**config.mk**
```make
export PLATFORM = sky130hd
export DESIGN_NAME = axi_burst_bridge
export DESIGN_NICKNAME = d
export VERILOG_FILES = /design/src/rtl/axi_burst_bridge.sv
export SDC_FILE = /design/constraint.sdc
export NUM_CORES = 1
export LEC_CHECK = 0
export CAP_MARGIN = 20
export CORE_AREA = 2 2 202 204
export CTS_BUF_LIST = sky130_fd_sc_hd__clkbuf_4 sky130_fd_sc_hd__clkbuf_8 sky130_fd_sc_hd__clkbuf_16
export DETAILED_ROUTE_END_ITERATION = 10
export DIE_AREA = 0 0 204 206
export REMOVE_ABC_BUFFERS = 1
export SYNTH_ARGS = -nofsm -noshare
export SYNTH_HDL_FRONTEND = slang
export SYNTH_SLANG_ARGS = --single-unit
```
**constraint.sdc**
```tcl
create_clock -name aclk -period 2.3 [get_ports aclk]
set_input_delay 0.23 -clock aclk [delete_from_list [all_inputs] [get_ports aclk]]
set_output_delay 0.23 -clock aclk [all_outputs]
set_load 0.005 [all_outputs]
```
**src/rtl/axi_burst_bridge.sv**
```systemverilog
// Cache-to-AXI3 bridge: arbitrates icache/dcache refills onto one AR/R pair and
// drives dcache line/single writebacks as AW/W/B bursts, with a read-after-write line hazard.
module axi_burst_bridge #(
  parameter int DATA_W     = 32,
  parameter int LINE_WORDS = 4,
  parameter int ID_W       = 4
) (
  input  logic                         aclk,
  input  logic                         aresetn,
  // AR channel
  output logic [ID_W-1:0]              arid,
  output logic [31:0]                  araddr,
  output logic [7:0]                   arlen,
  output logic [2:0]                   arsize,
  output logic [1:0]                   arburst,
  output logic [1:0]                   arlock,
  output logic [3:0]                   arcache,
  output logic [2:0]                   arprot,
  output logic                         arvalid,
  input  logic                         arready,
  // R channel
  input  logic [ID_W-1:0]              rid,
  input  logic [DATA_W-1:0]            rdata,
  input  logic [1:0]                   rresp,
  input  logic                         rlast,
  input  logic                         rvalid,
  output logic                         rready,
  // AW channel
  output logic [ID_W-1:0]              awid,
  output logic [31:0]                  awaddr,
  output logic [7:0]                   awlen,
  output logic [2:0]                   awsize,
  output logic [1:0]                   awburst,
  output logic [1:0]                   awlock,
  output logic [3:0]                   awcache,
  output logic [2:0]                   awprot,
  output logic                         awvalid,
  input  logic                         awready,
  // W channel
  output logic [ID_W-1:0]              wid,
  output logic [DATA_W-1:0]            wdata,
  output logic [DATA_W/8-1:0]          wstrb,
  output logic                         wlast,
  output logic                         wvalid,
  input  logic                         wready,
  // B channel
  input  logic [ID_W-1:0]              bid,
  input  logic [1:0]                   bresp,
  input  logic                         bvalid,
  output logic                         bready,
  // icache refill port
  input  logic                         icache_rd_req,
  input  logic [2:0]                   icache_rd_type,
  input  logic [31:0]                  icache_rd_addr,
  output logic                         icache_rd_rdy,
  output logic                         icache_ret_valid,
  output logic                         icache_ret_last,
  output logic [DATA_W-1:0]            icache_ret_data,
  // dcache refill port
  input  logic                         dcache_rd_req,
  input  logic [2:0]                   dcache_rd_type,
  input  logic [31:0]                  dcache_rd_addr,
  output logic                         dcache_rd_rdy,
  output logic                         dcache_ret_valid,
  output logic                         dcache_ret_last,
  output logic [DATA_W-1:0]            dcache_ret_data,
  // dcache writeback port
  input  logic                         dcache_wr_req,
  input  logic [2:0]                   dcache_wr_type,
  input  logic [31:0]                  dcache_wr_addr,
  input  logic [DATA_W/8-1:0]          dcache_wr_wstrb,
  input  logic [LINE_WORDS*DATA_W-1:0] dcache_wr_data,
  output logic                         dcache_wr_rdy,
  output logic                         bus_err
);

  localparam int STRB_W = DATA_W / 8;
  localparam int OFF_W  = $clog2(LINE_WORDS * DATA_W / 8);
  localparam int CNT_W  = $clog2(LINE_WORDS);

  localparam logic [7:0]      LINE_LEN  = 8'(LINE_WORDS - 1);
  localparam logic [2:0]      LINE_SZ   = 3'($clog2(DATA_W / 8));
  localparam logic [2:0]      TYPE_LINE = 3'b100;
  localparam logic [ID_W-1:0] WR_ID     = {{(ID_W-1){1'b0}}, 1'b1};

  localparam logic [1:0] R_IDLE = 2'd0;
  localparam logic [1:0] R_AR   = 2'd1;
  localparam logic [1:0] R_DATA = 2'd2;
  localparam logic [1:0] W_IDLE = 2'd0;
  localparam logic [1:0] W_XFER = 2'd1;
  localparam logic [1:0] W_RESP = 2'd2;

  function automatic logic [7:0] burst_len(input logic [2:0] typ);
    return (typ == TYPE_LINE) ? LINE_LEN : 8'd0;
  endfunction

  function automatic logic [2:0] burst_size(input logic [2:0] typ);
    return (typ == TYPE_LINE) ? LINE_SZ : {1'b0, typ[1:0]};
  endfunction

  logic [1:0]        r_rstate;
  logic              r_rclient;
  logic [31:0]       r_araddr;
  logic [7:0]        r_arlen;
  logic [2:0]        r_arsize;

  logic [1:0]        r_wstate;
  logic [31:0]       r_awaddr;
  logic [7:0]        r_awlen;
  logic [2:0]        r_awsize;
  logic [STRB_W-1:0] r_wstrb;
  logic [DATA_W-1:0] r_wword [LINE_WORDS];
  logic [7:0]        r_wcnt;
  logic              r_aw_done;
  logic              r_w_done;
  logic              r_bus_err;

  logic              w_wr_busy;
  logic              w_wr_accept;
  logic              w_haz_d;
  logic              w_haz_i;
  logic              w_grant_d;
  logic              w_grant_i;
  logic [31:0]       w_sel_addr;
  logic [2:0]        w_sel_type;
  logic              w_rbeat;
  logic              w_aw_hs;
  logic              w_w_hs;
  logic              w_w_last;
  logic              w_aw_fin;
  logic              w_w_fin;
  logic              w_unused;

  assign w_unused = ^{rid, bid};

  // Hazard: a read must not overtake a writeback of the same line, pending or accepted now.
  assign w_wr_busy   = (r_wstate != W_IDLE);
  assign w_wr_accept = dcache_wr_req & (r_wstate == W_IDLE);
  assign w_haz_d = (w_wr_busy   & (dcache_rd_addr[31:OFF_W] == r_awaddr[31:OFF_W])) |
                   (w_wr_accept & (dcache_rd_addr[31:OFF_W] == dcache_wr_addr[31:OFF_W]));
  assign w_haz_i = (w_wr_busy   & (icache_rd_addr[31:OFF_W] == r_awaddr[31:OFF_W])) |
                   (w_wr_accept & (icache_rd_addr[31:OFF_W] == dcache_wr_addr[31:OFF_W]));

  assign w_grant_d = (r_rstate == R_IDLE) & dcache_rd_req & ~w_haz_d;
  assign w_grant_i = (r_rstate == R_IDLE) & icache_rd_req & ~w_haz_i & ~w_grant_d;
  assign w_sel_addr = w_grant_d ? dcache_rd_addr : icache_rd_addr;
  assign w_sel_type = w_grant_d ? dcache_rd_type : icache_rd_type;

  assign dcache_rd_rdy = w_grant_d;
  assign icache_rd_rdy = w_grant_i;

  always_ff @(posedge aclk or negedge aresetn) begin
    if (!aresetn) begin
      r_rstate  <= R_IDLE;
      r_rclient <= 1'b0;
      r_araddr  <= 32'd0;
      r_arlen   <= 8'd0;
      r_arsize  <= 3'd0;
    end else begin
      case (r_rstate)
        R_IDLE: begin
          if (w_grant_d | w_grant_i) begin
            r_rclient <= w_grant_d;
            r_araddr  <= w_sel_addr;
            r_arlen   <= burst_len(w_sel_type);
            r_arsize  <= burst_size(w_sel_type);
            r_rstate  <= R_AR;
          end
        end
        R_AR:    if (arready) r_rstate <= R_DATA;
        R_DATA:  if (rvalid & rlast) r_rstate <= R_IDLE;
        default: r_rstate <= R_IDLE;
      endcase
    end
  end

  assign arid    = {{(ID_W-1){1'b0}}, r_rclient};
  assign araddr  = r_araddr;
  assign arlen   = r_arlen;
  assign arsize  = r_arsize;
  assign arburst = 2'b01;
  assign arlock  = 2'b00;
  assign arcache = 4'b0000;
  assign arprot  = 3'b000;
  assign arvalid = (r_rstate == R_AR);
  assign rready  = (r_rstate == R_DATA);

  // Beats go straight through to the owning cache with no buffering.
  assign w_rbeat          = rready & rvalid;
  assign icache_ret_valid = w_rbeat & ~r_rclient;
  assign dcache_ret_valid = w_rbeat & r_rclient;
  assign icache_ret_last  = icache_ret_valid & rlast;
  assign dcache_ret_last  = dcache_ret_valid & rlast;
  assign icache_ret_data  = rdata;
  assign dcache_ret_data  = rdata;

  assign w_aw_hs  = awvalid & awready;
  assign w_w_hs   = wvalid & wready;
  assign w_w_last = (r_wcnt == r_awlen);
  assign w_aw_fin = r_aw_done | w_aw_hs;
  assign w_w_fin  = r_w_done | (w_w_hs & w_w_last);

  always_ff @(posedge aclk or negedge aresetn) begin
    if (!aresetn) begin
      r_wstate  <= W_IDLE;
      r_awaddr  <= 32'd0;
      r_awlen   <= 8'd0;
      r_awsize  <= 3'd0;
      r_wstrb   <= '0;
      r_wcnt    <= 8'd0;
      r_aw_done <= 1'b0;
      r_w_done  <= 1'b0;
      for (int i = 0; i < LINE_WORDS; i++) r_wword[i] <= '0;
    end else begin
      case (r_wstate)
        W_IDLE: begin
          if (dcache_wr_req) begin
            r_awaddr  <= dcache_wr_addr;
            r_awlen   <= burst_len(dcache_wr_type);
            r_awsize  <= burst_size(dcache_wr_type);
            r_wstrb   <= (dcache_wr_type == TYPE_LINE) ? {STRB_W{1'b1}} : dcache_wr_wstrb;
            r_wcnt    <= 8'd0;
            r_aw_done <= 1'b0;
            r_w_done  <= 1'b0;
            for (int i = 0; i < LINE_WORDS; i++)
              r_wword[i] <= dcache_wr_data[i*DATA_W +: DATA_W];
            r_wstate  <= W_XFER;
          end
        end
        W_XFER: begin
          // AW and W complete independently; the response is awaited only once both are done.
          if (w_aw_hs) r_aw_done <= 1'b1;
          if (w_w_hs) begin
            r_wcnt <= r_wcnt + 8'd1;
            if (w_w_last) r_w_done <= 1'b1;
          end
          if (w_aw_fin & w_w_fin) r_wstate <= W_RESP;
        end
        W_RESP:  if (bvalid) r_wstate <= W_IDLE;
        default: r_wstate <= W_IDLE;
      endcase
    end
  end

  assign dcache_wr_rdy = (r_wstate == W_IDLE);
  assign awid    = WR_ID;
  assign awaddr  = r_awaddr;
  assign awlen   = r_awlen;
  assign awsize  = r_awsize;
  assign awburst = 2'b01;
  assign awlock  = 2'b00;
  assign awcache = 4'b0000;
  assign awprot  = 3'b000;
  assign awvalid = (r_wstate == W_XFER) & ~r_aw_done;
  assign wvalid  = (r_wstate == W_XFER) & ~r_w_done;
  assign wid     = WR_ID;
  assign wdata   = r_wword[r_wcnt[CNT_W-1:0]];
  assign wstrb   = r_wstrb;
  assign wlast   = wvalid & w_w_last;
  assign bready  = (r_wstate == W_RESP);

  always_ff @(posedge aclk or negedge aresetn) begin
    if (!aresetn) begin
      r_bus_err <= 1'b0;
    end else if ((w_rbeat & (rresp != 2'b00)) | (bready & bvalid & (bresp != 2'b00))) begin
      r_bus_err <= 1'b1;
    end
  end

  assign bus_err = r_bus_err;

endmodule

```
Word level (Yosys, flattened, before mapping)
Cells that the tools add are included.
- bits in registers: 234
- input port bits: 292
- word-level logic and storage cells: 119
- order comparisons: 1
- mux-type cells: 27
- equality and inequality tests: 20
- bitwise operators: 39
- add/sub/neg operators: 1
- reduce and logical (&&, ||, !) cells: 13
- operators with widths (operator ; count):
    equality test 28 bit ; 4
    2-to-1 mux 32 bit ; 3
    binary-select mux 32 bit (select 2 bit) ; 1
    AND 1 bit ; 26
    2-to-1 mux 2 bit ; 10
    2-to-1 mux 8 bit ; 2
    case mux 8 bit (2 select lines) ; 1
    inequality test 2 bit, second input constant ; 6
    case mux 2 bit (3 select lines) ; 2
    AND reduction 3 bit ; 4
    adder 8 x 1 -> 8 bit, second input constant ; 1
    equality test 8 bit ; 1
    nonzero test 2 bit ; 4
    equality test 3 bit, second input constant ; 2
    inequality test 2 x 1 -> 1 bit, second input constant ; 3
    inverter 1 bit ; 6
    bitwise OR 1 bit ; 6
    equality test 2 x 1 -> 1 bit, second input constant ; 2
    equality test 2 bit, second input constant ; 2
    zero test 2 bit ; 2
    2-to-1 mux 1 bit ; 4
    2-to-1 mux 4 bit ; 1
    case mux 1 bit (2 select lines) ; 2
    AND reduction 2 bit ; 2
    4 further kinds ; 4

Longest topological paths before layout
Gate-level depths: netlist (run 1).
- word-level depth: 11
- depth in mapped cells: 8
- gate-level depth less buffers: 7

Least setup slack after synthesis (run 1)
No wires, ideal clock.
- path kind: reg2reg
- from: register r_awaddr[15] (netlist: awaddr[15])
- to: register r_araddr[20] (netlist: araddr[20])
- required time: 2169 ps
- period minus slack after synthesis: 2133 ps
- path buffers: 2
- arrival: 2002 ps
- stages on the path, launching flop included: 9
- library setup time: 131 ps
- setup slack: 167 ps
- path through: dfrtp_1 -> xor2_1 -> nor4_1 -> nand3_1 -> o311ai_2 -> or2_1 -> buf_4 -> buf_2 -> a31oi_2
- word-level cells in the longest chain between the ends: 9
- elaborated cells on any way between the ends: 15
- classes of those cells: eq/ne (2); mux (1); bitwise (11); reduce/logical (1)
- ends and longest elaborated chain (what ; line ; RTL):
    start: declaration ; 108 ; logic [31:0] r_awaddr;
    start signal: assignment ; 218 ; r_awaddr <= dcache_wr_addr;
    equality test 28 bit ; 139 ; assign w_haz_d = (w_wr_busy & (dcache_rd_addr[31:OFF_W] == r_awaddr[31:OFF_W])) |
    AND 1 bit ; 139 ;
    bitwise OR 1 bit ; 139 ;
    inverter 1 bit ; 144 ; assign w_grant_d = (r_rstate == R_IDLE) & dcache_rd_req & ~w_haz_d;
    AND 1 bit ; 144 ;
    inverter 1 bit ; 145 ; assign w_grant_i = (r_rstate == R_IDLE) & icache_rd_req & ~w_haz_i & ~w_grant_d;
    AND 1 bit ; 145 ;
    bitwise OR 1 bit ; 162 ; if (w_grant_d | w_grant_i) begin
    AND reduction 2 bit (no line) ; n/a ;
    end signal: assignment ; 164 ; r_araddr <= w_sel_addr;
    end: declaration ; 103 ; logic [31:0] r_araddr;
Parallel ways exist; a longest one is shown, timed or not.
A chain may end at the register's enable or synchronous reset.

Worst setup path after layout (run 1)
- from: register r_awaddr[4] (netlist: awaddr[4])
- to: output icache_rd_rdy
- word-level cells in the longest chain between the ends: 7
- elaborated cells on any way between the ends: 12
- classes of those cells: eq/ne (2); bitwise (10)
- ends and longest elaborated chain (what ; line ; RTL):
    equality test 28 bit ; 139 ;
    AND 1 bit ; 139 ;
    bitwise OR 1 bit ; 139 ;
    inverter 1 bit ; 144 ;
    AND 1 bit ; 144 ;
    inverter 1 bit ; 145 ;
    AND 1 bit (*) ; 145 ;
    end: declaration ; 55 ; output logic icache_rd_rdy,
Every way passes the cells marked *; elsewhere a longest branch is shown, timed or not.

==> results of run 1 <==
## synthesized netlist by cell type, drive strengths merged (3+ instances only)
library cell	n	area (um^2)
a21oi	7	35.0
a31oi	34	344
and2	3	18.8
buf	135	981
clkbuf	53	199
dfrtp	218	5460
inv	8	30.0
mux4	32	721
nand2	497	1870
nand3	4	20.0
nand4	48	300
nor2	18	67.6
nor2b	3	18.8
nor3	40	200
nor4	19	134
o21ai	39	199
o22a	4	35.0
or2	3	18.8
xnor2	40	350
xor2	77	674
## final timing paths
path | from | to | slack, ns | cells past startpoint
setup / recovery | awaddr[4] | icache_rd_rdy | -0.37 | 8
hold / removal | aresetn | arsize[1] | 0.21 | 2
setup reg to reg | r_wstate[0] | arsize[1] | -0.11 | 10
hold reg to reg | r_wword[15] | r_wword[15] | 0.47 | 2
max in group asynchronous | aresetn | r_wcnt[1] | 1.31 | 3
min in group aclk | dcache_wr_data[51] | r_wword[83] | 0.21 | 3
## power by group
| group | internal, W | switching (W) | total [W] |
|---|---|---|---|
| clock network | 0.00281 | 0.00172 | 0.00453 |
| registers | 0.00564 | 0.00115 | 0.00679 |
| logic | 0.00592 | 0.00518 | 0.0111 |
| total | 0.0144 | 0.00805 | 0.0224 |
## what timing repair did
| action | CTS | global route |
|---|---|---|
| hold buffers | 1 | 0 |
| pin swaps | 7 | 44 |
| cloned | 5 | 8 |
| buffers inserted | 15 | 12 |
| resized for setup | 117 | 68 |
| hold endpoints to repair | 54 | 0 |
| setup endpoints to repair | 72 | 57 |
## sequential cells by signal, indices dropped and copies added, names as in the netlist, 2 cells and up
register  cells
arsize        2
awaddr       32
r_wstate      2
wstrb         4
r_wword     128
awsize        2
r_rstate      2
araddr       32
r_wcnt        8
## stage by stage
step / util, % / setup WS, ns
final: 45.5 / -0.370
after global routing: 45.5 / -0.508
after CTS: 44.4 / -0.481
after detailed placement: 41.5 / -0.697
after global placement: 41.5 / -0.697
after floorplan: - / -6.44
## cell usage in the layout, fill, tap and decap left out, types with 3 or more instances in the layout
| master | instances |
|---|---|
| nand2_1 | 496 |
| clkdlybuf4s50_1 | 333 |
| dfrtp_1 | 216 |
| buf_4 | 150 |
| xor2_1 | 76 |
| nand4_1 | 48 |
| conb_1 | 47 |
| xnor2_1 | 40 |
| nor3_1 | 40 |
| mux4_2 | 32 |
| clkbuf_16 | 32 |
| a31oi_2 | 21 |
| o21ai_2 | 20 |
| buf_12 | 18 |
| nor2_1 | 17 |
| nor4_1 | 14 |
| buf_2 | 14 |
| a31oi_1 | 13 |
| dlygate4sd2_1 | 13 |
| buf_6 | 12 |
| o21ai_1 | 11 |
| inv_1 | 7 |
| a21oi_1 | 7 |
| clkbuf_8 | 6 |
| buf_16 | 6 |
| o21ai_0 | 5 |
| clkbuf_2 | 5 |
| nand3_1 | 4 |
| o22a_1 | 4 |
| clkbuf_4 | 4 |
| bufinv_16 | 4 |
| buf_8 | 4 |
| nor4_2 | 3 |
| o21ai_4 | 3 |
| clkinv_2 | 3 |
## final cells by class
class                   instances  area [um^2]  area share, %
clock buffers                  37          788           4.31
clock inverters                 8          143          0.780
inverters                       8         30.0          0.164
multi-input cells             943         5640           30.8
flip-flops and latches        218         5460           29.8
well taps                     532          666           3.64
repair buffers                565         5570           30.4
## worst max-delay path, delay by kind of cell (launching register included)
family	cells	cell delay (ns)
xor gates and xnor gates	1	0.32
buffers and inverters	2	0.30
DFF	1	0.39
and+or+nand+nor	5	0.89
## metal layers
metal	up-vias	share of wire, %
li1	5107	-
met1	5325	41
met2	607	45
met3	88	11
met4	2	3.3
met5	-	0.094
## logic make-up (layout without fill, tap and decap cells)
group,Yosys count,count (layout),synth area share [%]
xor gates and xnor gates,117,117,8.58
and+or+nand+nor,647,647,22.9
DFF,218,218,45.7
buffers and inverters,196,618,10.1
muxes,33,33,6.12
other,2,47,0.0629
adders and majority gates,1,1,0.105
AOI/OAI and AO/OA,98,98,6.38
==> qor.csv, run 1 <==
stage;metric;value;unit
place;hpwlAfterDp;34800;um
sta;slew_headroom;60.9;%
setup_path;required;2.07;ns
logic_synthesis;yosysWarningCount;0;
clocking;cts_buffer_depth;3;
pwr;power;0.0224;W
die;io-pin-count;526;
sta;period_share;116;%
setup_path;crit_slowest_cell;dfrtp_1;
sta;finClkSkew;0.0139;ns
die;dieArea;42000;um^2
logic_synthesis;synth-async-reset-ratio;100;%
pwr;max-vdd-ir-drop;0.650;mV
routing;avgRoutedWirePerCell;21.2;um
min_path;hp-class;input port to async pin;
global_routing;grt_pass1_wl;70300;um
finish;final_area;18300;um^2
finish;nFillCells;3887;
die;placementRows;74;
finish;finalNetCount;2055;
global_routing;gr-usage-met1;27.8;%
logic_synthesis;ys_seq_elements;218;
global_routing;grt_util_all_layers;22.1;%
clocking;cts_root_buffer;clkbuf_16;
clocking;cts.clk_slew.worst_paths;0.07;ns
setup_path;critical_path_class;flip-flop to output port;
pwr;p_leak;8.43;nW
setup_path;crit_chain;buf_4 -> xnor2_1 -> nand4_1 -> nor4_2 -> nand2_1 -> nand3_1 -> nor2_1 -> buf_2;
sta;setup_viol;22;
clocking;clock-sinks;218;
setup_path;cp-start-kind;flip-flop;
die;start_util;29.7;%
finish;num_antenna_cells;0;
sta;hold_viol;0;
global_routing;grt-busiest-layer;met2;
die;core_area;40200;um^2
logic_synthesis;synth-edff-count;0;
place;placedCellCount;2228;
routing;detail_route.first_pass.iterations;5;
place;dpl-instance-area;16700;um^2
clocking;htreeDepth;1;
setup_path;worstPathMaxFanout;3;
global_routing;antenna_found_initial;1;
routing;vias;11100;
finish;fin_cells;2311;
sta;tns;-1.31;ns
global_routing;first_global_vias;11300;
clocking;cts_made_buffers;26;
global_routing;overflow;0;
clocking;tritoncts;built;
sta;tightest_slew;0.586;ns
logic_synthesis;postSynthAreaPerCell;9.10;um^2
place;gp_congestion;0.903;
logic_synthesis;synth_area;11900;um^2
die;dieHeight;206;um
logic_synthesis;ys_types;55;
sta;worst_slack;-0.370;ns
finish;layout-drive-gt1-share;20.1;%
routing;drt-vias-per-instance;4.82;
pwr;power_density;1230;nW/um^2
finish;area_growth;53.2;%
global_routing;grt_max_degree;109;
setup_path;critPathArrivalTime;2.44;ns
run;maxCapViolCount;0;
routing;ant_nets;0;
place;portBuffers;374;
die;die_x;204;um
setup_path;cp_slowest_stage_delay;0.39;ns
outcome;outcome;finished, violations left;
sta;rsz0062_at_grt;yes;
sta;final.min_clock_period;2.67;ns
outcome;violations;setup timing;
logic_synthesis;yosysSeqAreaShare;45.7;%
global_routing;grtUsageMet2;35.2;%
setup_path;critPathCaptureType;output port;
routing;drc;0;
routing;routed_wl;49000;um
clocking;clock_latency;0.55;ns
routing;drt-initial-drc-count;589;
logic_synthesis;syn_inst;1312;
logic_synthesis;synth_flop_cell;dfrtp_1;
sta;hold_slack;0.207;ns
global_routing;grtUsageMet3;8.26;%
sta;slew_viol_final;0;
sta;fmax;375;MHz
No activity file was read; power rests on OpenSTA's default activity.
==> run 2: changes to the inputs <==
Settings changed: CELL_PAD_IN_SITES_DETAIL_PLACEMENT set to 0, CELL_PAD_IN_SITES_GLOBAL_PLACEMENT set to 1, CORE_AREA 2 2 202 204 to 2 2 206 208, DIE_AREA 0 0 204 206 to 0 0 208 210, PLACE_DENSITY_LB_ADDON set to 0.1, SLEW_MARGIN set to 25.
==> run 2 against run 1 <==
  * The flow still finishes with violations (setup timing)
  * Wire length grew 0.62%
  * Worst hold slack lost 0.099 ns
  * Utilization shrank 1.3 points
  * Cell count grew 1.0%
  * First-iteration DRC count shrank 13%
  * Die area grew 3.9%
  * Count of clock-buffer cells in the layout grew 6
  * Clock power shrank 2%
  * Sequential power shrank 1%
  * Global-route usage shrank 0.20 points
  * Largest power group unchanged
==> qor.csv, run 2 (synthesized netlist as in run 1, its figures left out) <==
stage;metric;value;unit;change
global_routing;overflow;0;;unchanged
setup_path;crit_chain;xor2_2 -> nor4_2 -> buf_4 -> nand4_1 -> o311ai_4 -> or2_4 -> inv_4 -> buf_6 -> buf_6;;
min_path;hold_end;awaddr[5];;
sta;slew_headroom;59.9;%;-1.1 points
clocking;htreeDepth;1;;unchanged
clocking;cts_made_buffers;28;;+7.7%
setup_path;startpoint;awaddr[29];;
finish;largest_reg_flops;128;;unchanged
min_path;hold_depth;4;;
sta;tns;-1.49;ns;-0.185 ns
sta;setup_viol;29;;+32%
setup_path;r2r-end;arsize[1];;
sta;finClkSkew;0.0101;ns;-0.00379 ns
finish;final_cell_mix;496 x nand2_1, 332 x clkdlybuf4s50_1, 216 x dfrtp_1;;
finish;top_register;r_wword;;
pwr;max-vdd-ir-drop;0.558;mV;-14%
setup_path;reg2reg_depth;9;;-1
setup_path;critPathArrivalTime;2.46;ns;+0.02 ns
finish;nFillCells;4129;;+6.2%
routing;routed_wl;49300;um;+0.62%
place;hpwlAfterDp;35000;um;+0.59%
sta;final.min_clock_period;2.69;ns;+0.0226 ns
outcome;outcome;finished, violations left;;
setup_path;reg2reg_from;awaddr[29];;
setup_path;crit_buf_inv;4;;+2
finish;layout-drive-gt1-share;20.4;%;+0.33 points
routing;drt-vias-per-instance;4.62;;-4.1%
global_routing;grt_pass1_wl;72300;um;+3.0%
place;portBuffers;374;;unchanged
pwr;p_leak;8.45;nW;+0.34%
finish;finalNetCount;2066;;+0.54%
clocking;cts_root_buffer;clkbuf_16;;
setup_path;crit_slowest_cell;dfrtp_1;;
min_path;hp-class;input port to flip-flop;;
clocking;clock_latency;0.56;ns;about the same
die;placementRows;75;;+1.4%
clocking;clock-sinks;218;;unchanged
routing;vias;10800;;-3.1%
setup_path;crit_family;simple AND/OR/NAND/NOR gates;;
sta;period_share;117;%;+0.98 points
sta;rsz0062_at_grt;yes;;
sta;worst_slack;-0.392;ns;-0.0226 ns
finish;layout_commonest_cell;nand2_1;;
setup_path;worstPathMaxFanout;2;;-1
routing;drc;0;;unchanged
min_path;hp-start;dcache_wr_addr[5];;
die;dieHeight;210;um;+1.9%
setup_path;critPathCaptureType;output port;;
clocking;cts_buffer_depth;3;;unchanged
setup_path;cp_slowest_stage_delay;0.40;ns;about the same
finish;multi_input_area;5620;um^2;-0.44%
clocking;tritoncts;built;;
setup_path;cpMostUsedCell;buf_6;;
setup_path;cp-start-kind;flip-flop;;
global_routing;antenna_found_initial;8;;+7
routing;avgRoutedWirePerCell;21.1;um;-0.42%
setup_path;critical_path_class;flip-flop to output port;;
sta;slew_viol_final;0;;unchanged
place;gp_congestion;0.836;;-7.4%
finish;regArea;5460;um^2;about the same
die;dieArea;43700;um^2;+3.9%
sta;fmax;371;MHz;-0.84%
global_routing;grt_max_degree;122;;+12%
die;die_x;208;um;+2.0%
setup_path;required;2.07;ns;about the same
routing;ant_nets;0;;unchanged
run;maxCapViolCount;0;;unchanged
setup_path;reg2reg_slack;-0.14;ns;-0.03 ns
global_routing;grt_util_all_layers;21.9;%;-0.20 points
pwr;power;0.0221;W;-1.4%
die;core_area;41500;um^2;+3.2%
die;io-pin-count;526;;unchanged
clocking;cts.clk_slew.worst_paths;0.06;ns;about the same
sta;tightest_slew;0.602;ns;+0.0161 ns
global_routing;first_global_vias;11300;;+0.16%
setup_path;crit_cells;9;;+1
outcome;violations;setup timing;;
routing;drt-initial-drc-count;514;;-13%
pwr;power_density;1210;nW/um^2;-1.6%
routing;detail_route.first_pass.iterations;4;;-1
finish;area_growth;53.6;%;
die;start_util;28.8;%;-0.93 points
sta;hold_viol;0;;unchanged
run 2: where the power goes:
| part | internal (W) | switching (W) |
|---|---|---|
| registers | 0.00564 | 0.00106 |
| clock network | 0.00267 | 0.00178 |
| logic | 0.00591 | 0.00505 |
run 2: worst max-delay path by stage:
stage,end
after floorplan,icache_rd_rdy
after global placement,icache_rd_rdy
after detailed placement,icache_rd_rdy
after CTS,icache_rd_rdy
after global routing,icache_rd_rdy
final,dcache_rd_rdy
run 2: stage by stage:
stage                     area, um^2  hold WS [ns]  std cells  setup slack (ns)  util [%]
final                          18300         0.108       2335            -0.392      44.2
after global routing           18300         0.111       2334            -0.497      44.2
after CTS                      18000         0.160       2320            -0.487      43.4
after detailed placement       16800         0.234       2245            -0.806      40.4
after global placement         16800         0.247       2245            -0.785      40.4
after floorplan                10900       -0.0656       1169             -6.44         -
run 2: final cells by class:
class                      count  share of cell area [%]
multi-input combinational    943                    30.6
timing repair buffer         574                    30.6
sequential                   218                    29.8
clock buffer                  43                    4.64
tap                          539                    3.68
clock inverter                 8                   0.512
inverter                       8                   0.177
antenna                        2                  0.0273
run 2: per-layer routing:
| metal | global-route usage [%] | routed length [um] |
|---|---|---|
| met2 | 34.6 | 22600 |
| met1 | 27.7 | 20800 |
| met4 | 5.16 | 1020 |
| met3 | 8.88 | 4630 |
| met5 | 5.01 | 308 |
run 2: timing repair:
action,4_1_cts,5_1_grt
endpoints found under the hold margin,53,0
buffers inserted,18,13
pin swaps,5,12
gates resized for setup,145,48
endpoints found under the setup margin,77,65
gates cloned,6,3
hold buffers,1,0
run 2: worst register-to-register path: stages, from the launching register on:
cell and delay (ns):
dfrtp_1 0.40, xor2_2 0.16, nor4_2 0.34, buf_4 0.17, nand4_1 0.13, o311ai_4 0.26
buf_4 0.16, buf_6 0.33, nor3_1 0.16, a31o_2 0.23
==> run 3: changes to the inputs <==
Settings changed: ABC_CLOCK_PERIOD_IN_PS set to 2300, GPL_ROUTABILITY_DRIVEN set to 1.
==> results of run 3 <==
The final DEF is identical to that of run 2; final timing and power are the same.
